==> src/rtl/inst_fetch_unit_pkg.sv <==
// rtl/inst_fetch_unit_pkg.sv - shared RV32I fetch definitions and helpers
package inst_fetch_unit_pkg;

    localparam int          XLEN            = 32;
    localparam logic [31:0] INST_ALIGN_MASK = 32'hFFFF_FFFC;
    localparam logic [31:0] PC_STEP         = 32'd4;
    localparam logic [31:0] RV32I_NOP       = 32'h0000_0013;

    // One buffered fetch: PC in the upper half, instruction word in the lower half
    typedef struct packed {
        logic [XLEN-1:0] pc;
        logic [XLEN-1:0] inst;
    } fetch_entry_t;

    // Fetch addresses are always word aligned
    function automatic logic [XLEN-1:0] align_pc(input logic [XLEN-1:0] addr);
        return addr & INST_ALIGN_MASK;
    endfunction

endpackage

==> src/rtl/fetch_fifo.sv <==
// rtl/fetch_fifo.sv - small synchronous FIFO with flush, used for fetch data and in-flight PCs
module fetch_fifo #(
    parameter int WIDTH = 64,
    parameter int DEPTH = 2,
    localparam int CW   = $clog2(DEPTH + 1),
    localparam int AW   = (DEPTH > 1) ? $clog2(DEPTH) : 1
) (
    input  logic             clk,
    input  logic             rst,
    input  logic             push,
    input  logic [WIDTH-1:0] push_data,
    input  logic             pop,
    input  logic             flush,
    output logic             full,
    output logic             empty,
    output logic [CW-1:0]    count,
    output logic [WIDTH-1:0] head
);

    logic [WIDTH-1:0] mem [DEPTH];
    logic [AW-1:0]    rd_ptr;
    logic [AW-1:0]    wr_ptr;
    logic [CW-1:0]    count_q;
    logic             do_push;
    logic             do_pop;

    function automatic logic [AW-1:0] next_ptr(input logic [AW-1:0] p);
        return (p == AW'(DEPTH - 1)) ? '0 : p + AW'(1);
    endfunction

    assign full    = (count_q == CW'(DEPTH));
    assign empty   = (count_q == '0);
    assign count   = count_q;
    assign head    = mem[rd_ptr];
    assign do_push = push && !full && !flush;
    assign do_pop  = pop && !empty && !flush;

    // Storage array: written on accepted push, no reset needed
    always_ff @(posedge clk) begin
        if (do_push) begin
            mem[wr_ptr] <= push_data;
        end
    end

    // Pointers and occupancy; flush empties the queue and wins over push/pop
    always_ff @(posedge clk or posedge rst) begin
        if (rst) begin
            rd_ptr  <= '0;
            wr_ptr  <= '0;
            count_q <= '0;
        end else if (flush) begin
            rd_ptr  <= '0;
            wr_ptr  <= '0;
            count_q <= '0;
        end else begin
            if (do_push) begin
                wr_ptr <= next_ptr(wr_ptr);
            end
            if (do_pop) begin
                rd_ptr <= next_ptr(rd_ptr);
            end
            count_q <= count_q + CW'(do_push) - CW'(do_pop);
        end
    end

endmodule

==> src/rtl/inst_fetch_unit.sv <==
// rtl/inst_fetch_unit.sv - instruction fetch: PC, imem request/response, prefetch FIFO, redirect
module inst_fetch_unit
    import inst_fetch_unit_pkg::*;
#(
    parameter logic [31:0] RESET_PC   = 32'h0000_0000,
    parameter int          FIFO_DEPTH = 2
) (
    input  logic        clk,
    input  logic        rst,
    output logic        imem_req_valid,
    input  logic        imem_req_ready,
    output logic [31:0] imem_req_addr,
    input  logic        imem_rsp_valid,
    input  logic [31:0] imem_rsp_data,
    output logic [31:0] INST,
    output logic [31:0] inst_pc,
    output logic        inst_valid,
    input  logic        inst_ready,
    input  logic        redirect_valid,
    input  logic [31:0] redirect_pc
);

    localparam int CW = $clog2(FIFO_DEPTH + 1);

    logic [31:0]   pc_q, pc_d;
    logic [CW-1:0] inflight_q, inflight_d;
    logic [CW-1:0] drop_q, drop_d;

    logic          credit_ok;
    logic          accept;
    logic          rsp_ok;
    logic          rsp_keep;

    logic          fifo_full, fifo_empty;
    logic [CW-1:0] fifo_count;
    logic [63:0]   fifo_head;
    fetch_entry_t  head_entry;

    logic          pcq_full, pcq_empty;
    logic [CW-1:0] pcq_count;
    logic [31:0]   pcq_head;

    // Credit uses registered counts only, so a pop this cycle frees nothing until next cycle
    assign credit_ok = ({1'b0, inflight_q} + {1'b0, fifo_count}) < (CW + 1)'(FIFO_DEPTH);
    assign imem_req_valid = !rst && !redirect_valid && credit_ok;
    assign imem_req_addr  = pc_q;
    assign accept         = imem_req_valid && imem_req_ready;

    // A response with nothing outstanding is a protocol error and is ignored entirely
    assign rsp_ok   = imem_rsp_valid && (inflight_q != '0);
    assign rsp_keep = rsp_ok && !redirect_valid && (drop_q == '0);

    // PCs of outstanding fetches, popped in order as responses (kept or dropped) return
    fetch_fifo #(
        .WIDTH (32),
        .DEPTH (FIFO_DEPTH)
    ) u_pc_queue (
        .clk       (clk),
        .rst       (rst),
        .push      (accept),
        .push_data (pc_q),
        .pop       (rsp_ok),
        .flush     (1'b0),
        .full      (pcq_full),
        .empty     (pcq_empty),
        .count     (pcq_count),
        .head      (pcq_head)
    );

    // Prefetch buffer of {pc, inst}; redirect flushes it and masks any pop that cycle
    fetch_fifo #(
        .WIDTH (64),
        .DEPTH (FIFO_DEPTH)
    ) u_inst_fifo (
        .clk       (clk),
        .rst       (rst),
        .push      (rsp_keep),
        .push_data ({pcq_head, imem_rsp_data}),
        .pop       (inst_valid && inst_ready && !redirect_valid),
        .flush     (redirect_valid),
        .full      (fifo_full),
        .empty     (fifo_empty),
        .count     (fifo_count),
        .head      (fifo_head)
    );

    assign head_entry = fetch_entry_t'(fifo_head);
    assign inst_valid = !fifo_empty;
    assign INST       = inst_valid ? head_entry.inst : 32'h0;
    assign inst_pc    = inst_valid ? head_entry.pc   : 32'h0;

    // Next PC and counters; on redirect every fetch still outstanding becomes stale
    always_comb begin
        pc_d       = pc_q;
        inflight_d = inflight_q;
        drop_d     = drop_q;
        if (redirect_valid) begin
            pc_d       = align_pc(redirect_pc);
            inflight_d = inflight_q - CW'(rsp_ok);
            drop_d     = inflight_q - CW'(rsp_ok);
        end else begin
            if (accept) begin
                pc_d = pc_q + PC_STEP;
            end
            inflight_d = inflight_q + CW'(accept) - CW'(rsp_ok);
            if (rsp_ok && (drop_q != '0)) begin
                drop_d = drop_q - CW'(1);
            end
        end
    end

    // PC and outstanding/drop counter registers
    always_ff @(posedge clk or posedge rst) begin
        if (rst) begin
            pc_q       <= RESET_PC;
            inflight_q <= '0;
            drop_q     <= '0;
        end else begin
            pc_q       <= pc_d;
            inflight_q <= inflight_d;
            drop_q     <= drop_d;
        end
    end

    a_inflight_max: assert property (@(posedge clk) disable iff (rst)
        inflight_q <= CW'(FIFO_DEPTH));
    a_drop_max: assert property (@(posedge clk) disable iff (rst)
        drop_q <= inflight_q);
    a_fifo_no_overflow: assert property (@(posedge clk) disable iff (rst)
        !(rsp_keep && fifo_full));
    a_pcq_no_overflow: assert property (@(posedge clk) disable iff (rst)
        !(accept && pcq_full));
    a_pcq_tracks: assert property (@(posedge clk) disable iff (rst)
        (pcq_count == inflight_q) && (pcq_empty == (inflight_q == '0)));

endmodule
==> config.mk <==
export PLATFORM = sky130hd
export DESIGN_NAME = inst_fetch_unit
export DESIGN_NICKNAME = d
export VERILOG_FILES = /design/src/rtl/inst_fetch_unit_pkg.sv /design/src/rtl/fetch_fifo.sv /design/src/rtl/inst_fetch_unit.sv
export SDC_FILE = /design/constraint.sdc
export NUM_CORES = 1
export LEC_CHECK = 0
export BUFFER_PORTS_ARGS = -buffer_cell sky130_fd_sc_hd__buf_4
export CORE_UTILIZATION = 30
export DETAILED_ROUTE_END_ITERATION = 8
export SLEW_MARGIN = 20
export SYNTH_ARGS = -nofsm -noshare
export SYNTH_HDL_FRONTEND = slang
export SYNTH_SLANG_ARGS = --single-unit
==> constraint.sdc <==
create_clock -name clk -period 10.1 [get_ports clk]
set_input_delay 1.01 -clock clk [delete_from_list [all_inputs] [get_ports clk]]
set_output_delay 1.01 -clock clk [all_outputs]
set_load 0.1 [all_outputs]
======== Word level (Yosys, flattened, before mapping) ========
Memories as Yosys holds them, arrays and structs flattened.
Cells that the tools add are included.
word-level totals
  flip-flop bits (word level) ............. 44
  bits in writable memories ............... 192
  input bits .............................. 70
  output and inout bits ................... 98
  word-level logic and storage cells ...... 78
  memories ................................ 2
cells by class
  add/sub/neg operators ................... 14
  magnitude comparators ................... 1
  equality and inequality tests ........... 2
  multiplexer cells ....................... 20
  reductions and logical operators ........ 30
memory list
  memory           depth  width  rd ports  clocked after Yosys merged registers in  wr ports  line              source
  u_inst_fifo.mem  2      64     1         0                                        1         fetch_fifo.sv:20  logic [WIDTH-1:0] mem [DEPTH];
  u_pc_queue.mem   2      32     1         0                                        1         fetch_fifo.sv:20
operators with widths
  cell                                                                          count
  32-bit 2-to-1 mux                                                             4
  32-bit by 3-bit adder with 32-bit output, second input constant               1
  1-bit logical AND                                                             15
  1-bit 2-to-1 mux                                                              12
  2-bit nonzero test                                                            6
  2-bit 2-to-1 mux                                                              4
  2-bit by 1-bit subtractor with 2-bit output                                   4
  2-bit by 1-bit adder with 2-bit output                                        3
  1-bit logical NOT                                                             6
  2-bit logical NOT                                                             3
  1-bit adder, second input constant                                            4
  2-bit == test, second input constant                                          2
  2-bit by 2-bit adder with 3-bit output                                        1
  3-bit by 2-bit less-than comparator with 1-bit output, second input constant  1
  2-bit by 1-bit subtractor with 2-bit output, second input constant            1

======== Logic depth before layout (Yosys ltp) ========
Gate-level depths: netlist of run 1.
  word-level depth ........................ 9
  depth in mapped cells ................... 13

======== By module ========
Synthesis of run 1 repeated with hierarchy kept, for this count alone.
second synthesis, totals
  cell total of the unflattened synthesis .. 682
  area, all modules ....................... 10435.0 µm²
modules (own cells, without submodules)
  module                     times used  cells an instance  area an instance (µm²)  seq. area each (µm²)
  fetch_fifo at u_inst_fifo  1           225                5056.1                  3943.8
  fetch_fifo at u_pc_queue   1           126                2693.8                  2021.9
  inst_fetch_unit            1           331                2685.1                  850.8

======== Least setup slack after synthesis of run 1 ========
OpenSTA, ideal clock, no wires.
  kind .................................... reg2reg
  start point ............................. register u_inst_fifo.count_q[0] (netlist: u_inst_fifo.count[0])
  end point ............................... memory u_pc_queue.mem[0][10], enable pin
  arrival ................................. 4748 ps
  required time ........................... 9683 ps
  slack ................................... 4935 ps
  stages on the path, launching flop included .. 9
  path buffers ............................ 1
  clock period less this slack ............ 5165 ps
  cells stage by stage .................... dfrtp_1 inv_1 nor2_1 fa_1 nor4_2 and2_1 buf_2 o21ai_0 nor2_1
on the way
  cells in the longest elaborated chain, start to end .. 7
ends and longest elaborated chain
  element                                                line                   source
  from (decl)                                            fetch_fifo.sv:23       logic [CW-1:0] count_q;
  from (signal assigned)                                 fetch_fifo.sv:62       count_q <= count_q + CW'(do_push) - CW'(do_pop);
  2-bit by 2-bit adder with 3-bit output                 inst_fetch_unit.sv:44  assign credit_ok = ({1'b0, inflight_q} + {1'b0, fifo_count}) < (CW + 1)'(FIFO_DEPTH);
  3-bit by 2-bit less-than comparator with 1-bit output  inst_fetch_unit.sv:44
  1-bit logical AND                                      inst_fetch_unit.sv:45  assign imem_req_valid = !rst && !redirect_valid && credit_ok;
  via imem_req_valid                                     inst_fetch_unit.sv:10  output logic imem_req_valid,
  1-bit logical AND                                      inst_fetch_unit.sv:47  assign accept = imem_req_valid && imem_req_ready;
  1-bit logical AND                                      fetch_fifo.sv:35       assign do_push = push && !full && !flush;
  1-bit 2-to-1 mux                                       fetch_fifo.sv:40       if (do_push) begin
  1-bit 2-to-1 mux (implied by the code)                 fetch_fifo.sv:41       mem[wr_ptr] <= push_data;
  to (decl)                                              fetch_fifo.sv:20
The timed path passes the listed nets, and every way through them passes these cells.

======== Final worst setup path of run 1 ========
  start point ............................. register u_inst_fifo.rd_ptr
  end point ............................... output inst_pc[8]
on the way
  cells in the longest elaborated chain, start to end .. 2
ends and longest elaborated chain
  element                 line                   source
  from (decl)             fetch_fifo.sv:21       logic [AW-1:0] rd_ptr;
  from (signal assigned)  fetch_fifo.sv:60       rd_ptr <= next_ptr(rd_ptr);
  memory 2 x 64 bit       n/a
  32-bit 2-to-1 mux       inst_fetch_unit.sv:90  assign inst_pc = inst_valid ? head_entry.pc : 32'h0;
  to (decl)               inst_fetch_unit.sv:16  output logic [31:0] inst_pc,
No other way between the ends.

==> reports/results.ini, run 1 <==
[placed_design]
numPlacedInstances=1200
port_buffers=161
hpwl_um=14200
place_congestion=0.802
place_area_mm2=0.0111

[global_route]
antenna_found_initial=0
grt_pass1_wl_um=34800
grt_use_total_pct=13.9
grt_pass1_vias=5932
grt_max_degree=63
gr-total-overflow=0

[synth]
ys.warnings.count=0
post-synth-top-area-fraction_pct=58.4
synth_common_cells=edfxtp_1, nor2_1, mux2i_1
synth_top_family_by_area=simple AND/OR/NAND/NOR gates
synth_seq_area_share_pct=69.5
synth_compound_area_share_pct=4.62
yosysTopAreaCell=edfxtp_1
synth_seq_cells=226
synthMuxAreaShare_pct=10.4
synth_xor_area_share_pct=1.20
synth_area_mm2=0.00946
synth_ff_type=edfxtp_1
synthTopCellsByArea=edfxtp_1, dfrtp_1, mux2i_1
yosys.area_share.adder_pct=1.40
syn_inst=666
synth_edf_count=184
synth_most_common_cell=edfxtp_1
ys_types=51
async_reset_ff_share_pct=18.6
synthSimpleGateAreaFrac_pct=10.5
avgSynthCellArea_um2=14.2

[routing]
drtIter0Drc=321
firstDrtPassIters=6
wirelength_um=22700
wl_per_cell_um=18.2
ant_nets=0
num_vias=5969
routed_via_density=4.79
drc=15

[clock_tree]
cts_buffers=26
htree_levels=1
clkSinkCount=226
clk_path_buf_depth=3
ctsResizeCount=0
clk_latency_ns=0.52
holdBufCountCts=0
cts_root_buf=clkbuf_16
postCtsSetupRepairBufs=0
clkTransAtPathRegs_ns=0.06
cts_tree=built

[timing]
period_minus_slack_ns=3.63
setup_viol=0
rsz0062_at_grt=no
setup_tns_ns=0
fmax_mhz=275
slew_violations=0
clock_skew_ns=0.0110
finalHoldViolCount=0
tightestPinTransition_ns=1.04
slew_headroom_pct=30.7
finalCritPeriodShare_pct=36.0

[pwr]
power_frac_seq_pct=37.8
p_per_area_mw_per_mm2=263
p_switching_w=0.00118
power_w=0.00316
p_clk_share_pct=31.3
p_int_w=0.00198
swShare_pct=37.3
p_comb_share_pct=30.8
cellLeakagePower_nw=4.46
peakVddDrop_mv=0.132

[worst_hold_path]
min_from=u_pc_queue.count[1]
hold_depth=1
holdCritPathClass=reg2reg
hold_end=u_pc_queue.count[1]

[finish]
regArea_mm2=0.00658
drive_gt1_share_pct=29.8
multi_input_area_mm2=0.00270
fin_cells=1247
postLayoutCellArea_mm2=0.0120
area_delta_synth_final_pct=27.2
fin_util_pct=39.0
diodes=0
nets=912
n_fill_cell=2909

[floorplan]
initial_core_util_pct=30.7
coreArea_mm2=0.0308
die_h_um=180
rows=64
die_w_um=180
dieArea_mm2=0.0323
pin_count=168

[setup_path]
crit_path_end_kind=output port
start_kind=flop
r2r-start=u_inst_fifo.count[0]
worstReg2RegEnd=u_pc_queue.mem[1][4]
reg2reg_depth=10
r2r_slack_ns=6.52
critPathMaxFanout=50
critical_path_class=reg2out
cp.required_ns=9.09
crit_arrival_ns=2.62

[run]
drv_cap=0

[status]
violations=DRC
status=finished, violations left

## worst max path at each step
stage,from,to,slack [ns],depth (start not counted)
after floorplan,u_inst_fifo.count[0],u_pc_queue.mem[0][10],4.93,8
after global placement,redirect_valid,u_pc_queue.mem[1][4],6.34,8
after detailed placement,redirect_valid,u_inst_fifo.mem[0][16],6.30,4
after CTS,u_inst_fifo.rd_ptr,inst_pc[8],6.35,4
after global routing,u_inst_fifo.count[0],u_pc_queue.mem[1][10],6.23,10
final,u_inst_fifo.rd_ptr,inst_pc[8],6.47,4
## registers in the layout (all words and copies together) (netlist names), 2 cells and up
signal,cells
u_inst_fifo.mem,124
u_pc_queue.mem,60
imem_req_addr,30
drop_q,2
inflight_q,2
u_inst_fifo.count,2
u_pc_queue.count,2
## layer usage
metal  GRT usage, %  share of wire (%)  routed length (µm)  up-vias
met5              0                  0                   0        -
met4           4.00                2.0                 455        0
met3           3.00                6.4                1450       30
met2           23.3                 49               11100      191
met1           17.9                 43                9650     2945
li1               -                  -                   -     2803
## critical path, stage by stage, from the launching register on
cell and delay, ns:
dfrtp_4 0.61, buf_4 0.77, mux2i_1 0.16, nor2_1 0.21
buf_4 0.34
## cell families (layout without fill, tap and decap cells)
group	count (synthesis)	after routing
AND/OR/NAND/NOR	201	201
AO/OA/AOI/OAI	67	67
flip-flops	226	226
XOR/XNOR	13	13
other	1	4
adder cells (fa/ha/maj)	10	10
multiplexers	95	95
buffers and inverters	53	235
## area by class of cell
cell class | count | area share (%)
inverters | 19 | 0.593
repair buffers | 169 | 10.5
flip-flops and latches | 226 | 54.7
well taps | 396 | 4.12
clock inverters | 16 | 1.86
multi-input cells | 390 | 22.5
clock buffers | 31 | 5.74
## cell usage in the layout, fill, tap and decap left out, types with 6 or more instances in the layout
master     netlist  routed
edfxtp_1       184     184
buf_4            4     169
nor2_1          89      87
mux2i_1         65      65
dfrtp_1         42      41
nand2_1         39      39
mux2_2          30      30
clkbuf_16        0      27
o21ai_0         23      23
nand3_1         21      21
inv_1           17      17
nand4_1         13      13
a21oi_1         10      10
ha_1             9       9
xnor2_1          8       8
o211ai_1         6       6
nor3_1           6       6
## power by group through the flow
stage	Combinational, W	Sequential [W]	Clock, W
6_report	0.000975	0.00120	0.000991
3_5_place_dp	0.000981	0.00122	0
4_1_cts	0.000984	0.00120	0.00102
2_1_floorplan	0.000648	0.00131	0
5_1_grt	0.00103	0.00121	0.00105
3_3_place_gp	0.000973	0.00121	0
## stage by stage
stage | setup slack, ns | hold WS, ns
after floorplan | 4.93 | 0.446
after global placement | 6.34 | 0.462
after detailed placement | 6.30 | 0.462
after CTS | 6.35 | 0.479
after global routing | 6.23 | 0.524
final | 6.47 | 0.479
No activity file was read; power rests on OpenSTA's default activity.
==> run 2: changes to the inputs <==
==> constraint.sdc (replaced) <==
create_clock -name clk -period 3.63 [get_ports clk]
set_input_delay 0.363 -clock clk [delete_from_list [all_inputs] [get_ports clk]]
set_output_delay 0.363 -clock clk [all_outputs]
set_load 0.1 [all_outputs]
==> reports/results.ini, run 2 (synthesis gave the netlist of run 1 again) <==
[pwr]
p_per_area_mw_per_mm2=708
peakVddDrop_mv=0.332
p_switching_w=0.00320
power_frac_seq_pct=39.3
p_clk_share_pct=28.8
cellLeakagePower_nw=4.44
p_int_w=0.00531
power_w=0.00851
p_comb_share_pct=31.9
swShare_pct=37.6

[clock_tree]
clkTransAtPathRegs_ns=0.06
postCtsSetupRepairBufs=0
ctsResizeCount=0
htree_levels=1
holdBufCountCts=1
cts_tree=built
clkSinkCount=226
clk_path_buf_depth=3
clk_latency_ns=0.52
cts_buffers=25
cts_root_buf=clkbuf_16

[timing]
tightestPinTransition_ns=0.767
slew_headroom_pct=48.9
clock_skew_ns=0.0172
setup_viol=0
slew_violations=0
fmax_mhz=345
finalCritPeriodShare_pct=79.9
rsz0062_at_grt=no
period_minus_slack_ns=2.90
setup_tns_ns=0
holdWs_ns=0.0382
finalHoldViolCount=0

[global_route]
grt_max_degree=63
gr-total-overflow=0
grt_pass1_wl_um=34100
grt_pass1_vias=5665
antenna_found_initial=0
grt_use_total_pct=13.6

[floorplan]
coreArea_mm2=0.0308
rows=64
dieArea_mm2=0.0323
die_w_um=180
pin_count=168
initial_core_util_pct=30.7
die_h_um=180

[setup_path]
cp_top_family=simple AND/OR/NAND/NOR gates
cp.required_ns=3.84
crit_arrival_ns=3.11
crit_chain=inv_1, nor2_1, fa_1, nor4_4, and2_4, o21ai_1, inv_1, and2_2, buf_12
critical_path_class=reg2reg
worst_path_max_delay_cell=fa_1
worst_path_most_repeated_cell=inv_1
r2r_slack_ns=0.73
critPathMaxFanout=21
crit_buf_inv=3
start_kind=flop
slowest_delay_ns=0.41
crit_path_end_kind=flop

[finish]
final_cell_mix=edfxtp_1, buf_4, nor2_1
diodes=0
postLayoutCellArea_mm2=0.0120
max_flop_register=u_inst_fifo.mem
final_common_cell=edfxtp_1
fin_cells=1249
largest_register_ffs=124
area_delta_synth_final_pct=27.0
nets=915
drive_gt1_share_pct=29.2

[run]
drv_cap=0

[status]
status=finished, violations left
violations=DRC

[routing]
num_vias=5896
routed_via_density=4.72
wirelength_um=22100
wl_per_cell_um=17.7
firstDrtPassIters=6
drtIter0Drc=363
drc=18
ant_nets=0

[worst_hold_path]
holdCritPathClass=in2reg

[placed_design]
hpwl_um=14400
place_congestion=0.778
port_buffers=161
numPlacedInstances=1203
place_area_mm2=0.0112

## run 2: cell types whose count changed in the layout (fill, tap and decap cells not counted), moves of 3 or more
cell	change
buf_12	+5
clkbuf_1	+5
clkinv_1	+4
clkinvlp_4	-3
## run 2: final cells by class
class                           instances  area [µm²]
Clock inverter                         10         119
Tap cell                              396         495
Sequential cell                       226        6580
Inverter                               19        71.3
Fill cell                            2938       18800
Timing Repair Buffer                  173        1360
Multi-Input combinational cell        390        2720
Clock buffer                           35         673
## run 2: path summary, 6_finish.rpt
check	start	endpoint	depth (start not counted)
min in group asynchronous	rst	u_inst_fifo.wr_ptr	3
hold reg to reg	u_pc_queue.count[1]	u_pc_queue.count[1]	1
hold / removal	imem_rsp_data[25]	u_inst_fifo.mem[0][25]	1
setup reg to reg	u_inst_fifo.count[0]	u_pc_queue.mem[1][31]	9
setup / recovery	u_inst_fifo.count[0]	u_pc_queue.mem[1][31]	9
max in group asynchronous	rst	u_inst_fifo.rd_ptr	4
## run 2: per-stage QoR
stage          utilization [%]  worst slack, ns
3_3_place_gp              36.4            0.746
5_1_grt                   39.0            0.558
3_5_place_dp              36.4            0.718
2_1_floorplan                -           0.0234
4_1_cts                   39.0            0.696
6_report                  39.0            0.729
## run 2: power by group through the flow
stage	Sequential (W)	Clock, W	Combinational (W)
4_1_cts	0.00335	0.00252	0.00275
3_5_place_dp	0.00340	0	0.00273
5_1_grt	0.00337	0.00262	0.00287
3_3_place_gp	0.00339	0	0.00271
2_1_floorplan	0.00363	0	0.00181
6_report	0.00335	0.00246	0.00271
## run 2: per-layer routing
layer | wire [µm] | part of all wire (%) | track usage [%]
met5 | 0 | 0 | 0
met4 | 441 | 2.0 | 3.24
met3 | 1300 | 5.9 | 2.55
met2 | 10800 | 49 | 23.1
met1 | 9550 | 43 | 18.1
==> run 3: changes to the inputs <==
--- a/config.mk
+++ b/config.mk
@@ -5,6 +5,7 @@
 export SDC_FILE = /design/constraint.sdc
 export NUM_CORES = 1
 export LEC_CHECK = 0
+export ABC_AREA = 1
 export BUFFER_PORTS_ARGS = -buffer_cell sky130_fd_sc_hd__buf_4
 export CORE_UTILIZATION = 30
 export DETAILED_ROUTE_END_ITERATION = 8
==> constraint.sdc (replaced) <==
create_clock -name clk -period 2.5 [get_ports clk]
set_input_delay 0.25 -clock clk [delete_from_list [all_inputs] [get_ports clk]]
set_output_delay 0.25 -clock clk [all_outputs]
set_load 0.1 [all_outputs]
==> reports/results.ini, run 3 <==
[synth]
synthTopCellsByArea=edfxtp_1, nand2_1, dfrtp_1
synth_seq_cells=226
ys.warnings.count=0
post-synth-top-area-fraction_pct=56.5
async_reset_ff_share_pct=18.6
ys_types=33
synth_xor_area_share_pct=0.896
synthMuxAreaShare_pct=0
synth_ff_type=edfxtp_1
synth_compound_area_share_pct=5.39
synthSimpleGateAreaFrac_pct=20.7
synth_edf_count=184
syn_inst=931
yosys.area_share.adder_pct=1.36
synth_seq_area_share_pct=67.3
avgSynthCellArea_um2=10.5
synth_common_cells=nand2_1, edfxtp_1, a21oi_1
yosysTopAreaCell=edfxtp_1
synth_top_family_by_area=simple AND/OR/NAND/NOR gates
synth_area_mm2=0.00977
synth_most_common_cell=nand2_1

[floorplan]
die_w_um=183
pin_count=168
dieArea_mm2=0.0333
die_h_um=183
rows=65
coreArea_mm2=0.0318
initial_core_util_pct=30.7

[setup_path]
crit_arrival_ns=2.02
cp.required_ns=2.25
critPathMaxFanout=3
crit_path_end_kind=output port
critical_path_class=reg2out
reg2reg_depth=11
start_kind=flop
r2r_slack_ns=0.25

[timing]
finalCritPeriodShare_pct=91.0
finalHoldViolCount=0
setup_tns_ns=0
clock_skew_ns=0.0193
rsz0062_at_grt=no
holdWs_ns=0.0209
setup_viol=0
fmax_mhz=440
tightestPinTransition_ns=0.606
slew_headroom_pct=59.6
slew_violations=0
period_minus_slack_ns=2.27

[clock_tree]
clkTransAtPathRegs_ns=0.06
clk_latency_ns=0.52
cts_root_buf=clkbuf_16
cts_tree=built
clk_path_buf_depth=3
clkSinkCount=226
postCtsSetupRepairBufs=0
holdBufCountCts=49
htree_levels=1
ctsResizeCount=0
cts_buffers=25

[finish]
final_cell_mix=nand2_1, edfxtp_1, buf_4
final_common_cell=nand2_1
nets=1228
drive_gt1_share_pct=26.7
area_delta_synth_final_pct=34.5
postLayoutCellArea_mm2=0.0131
max_flop_register=u_inst_fifo.mem
diodes=0
largest_register_ffs=124
fin_util_pct=41.3

[routing]
drtIter0Drc=345
firstDrtPassIters=5
ant_nets=0
wirelength_um=23900
num_vias=7117
wl_per_cell_um=14.9
routed_via_density=4.45
drc=0

[placed_design]
hpwl_um=15500
place_congestion=0.829
place_area_mm2=0.0118
port_buffers=161

[pwr]
power_w=0.0139
p_per_area_mw_per_mm2=1060
peakVddDrop_mv=0.627
cellLeakagePower_nw=5.28

[global_route]
grt_max_degree=64
grt_pass1_wl_um=38100
grt_pass1_vias=6891
grt_use_total_pct=14.6
gr-total-overflow=0
antenna_found_initial=0

[status]
status=finished clean

[worst_hold_path]
holdCritPathClass=in2reg
hold_depth=3

[run]
drv_cap=0

==> run 3: changes by cell type in the layout (fill, tap and decap cells not counted), moves of 9 or more <==
cell           change
mux2i_1           -65
mux2_2            -30
nand2_1          +315
nor2_4             +9
dlygate4sd3_1     +48
a21oi_2           +62
nand4_1           -12
nor2_1            -52
inv_1             +43
nand3_1           +33
==> run 3: path summary, 6_finish.rpt <==
kind | start | endpoint
max in group asynchronous | rst | imem_req_addr[20]
worst max register to register | u_inst_fifo.count[0] | inflight_q[1]
worst max-delay path | u_inst_fifo.count[0] | imem_req_valid
min in group asynchronous | rst | inflight_q[1]
worst min register to register | u_pc_queue.mem[0][5] | u_inst_fifo.mem[1][37]
worst min-delay path | redirect_pc[8] | imem_req_addr[8]
==> run 3: routing by layer <==
| metal | up-vias | wire [µm] | global-route usage (%) |
|---|---|---|---|
| met5 | - | 0 | 0 |
| met4 | 0 | 546 | 4.47 |
| met3 | 35 | 1120 | 1.82 |
| met2 | 202 | 11000 | 23.8 |
| met1 | 3350 | 11200 | 20.1 |
| li1 | 3530 | - | - |
==> run 3: critical path, stage by stage (launching register included) <==
cell     delay (ns)
dfrtp_1        0.42
nand2_1        0.07
inv_1          0.04
fa_1           0.42
inv_1          0.12
nand3_1        0.08
inv_1          0.06
buf_4          0.28
==> run 3: cells by family after synthesis <==
| kind of cell | count (synthesis) |
|---|---|
| xor gates and xnor gates | 10 |
| DFF | 226 |
| buffers and inverters | 101 |
| adders and majority gates | 10 |
| other | 1 |
| AOI/OAI and AO/OA | 101 |
| and+or+nand+nor | 482 |
==> run 3: area by class of cell <==
cell class | count | area, µm²
Inverter | 63 | 236
Fill cell | 3032 | 18700
Multi-Input combinational cell | 607 | 3050
Clock buffer | 30 | 644
Tap cell | 435 | 544
Clock inverter | 15 | 206
Timing Repair Buffer | 225 | 1890
Sequential cell | 226 | 6580
==> run 3: stage by stage <==
stage	worst slack, ns	instances
floorplan	-0.386	934
global placement	0.262	1507
detailed placement	0.252	1507
CTS	0.198	1601
global route	0.101	1601
finish	0.226	1601
==> run 3: where the power goes <==
part | internal [W] | total, W | switching (W)
Sequential | 0.00464 | 0.00496 | 0.000323
Clock | 0.00235 | 0.00378 | 0.00143
Combinational | 0.00113 | 0.00520 | 0.00407
Total | 0.00812 | 0.0139 | 0.00582
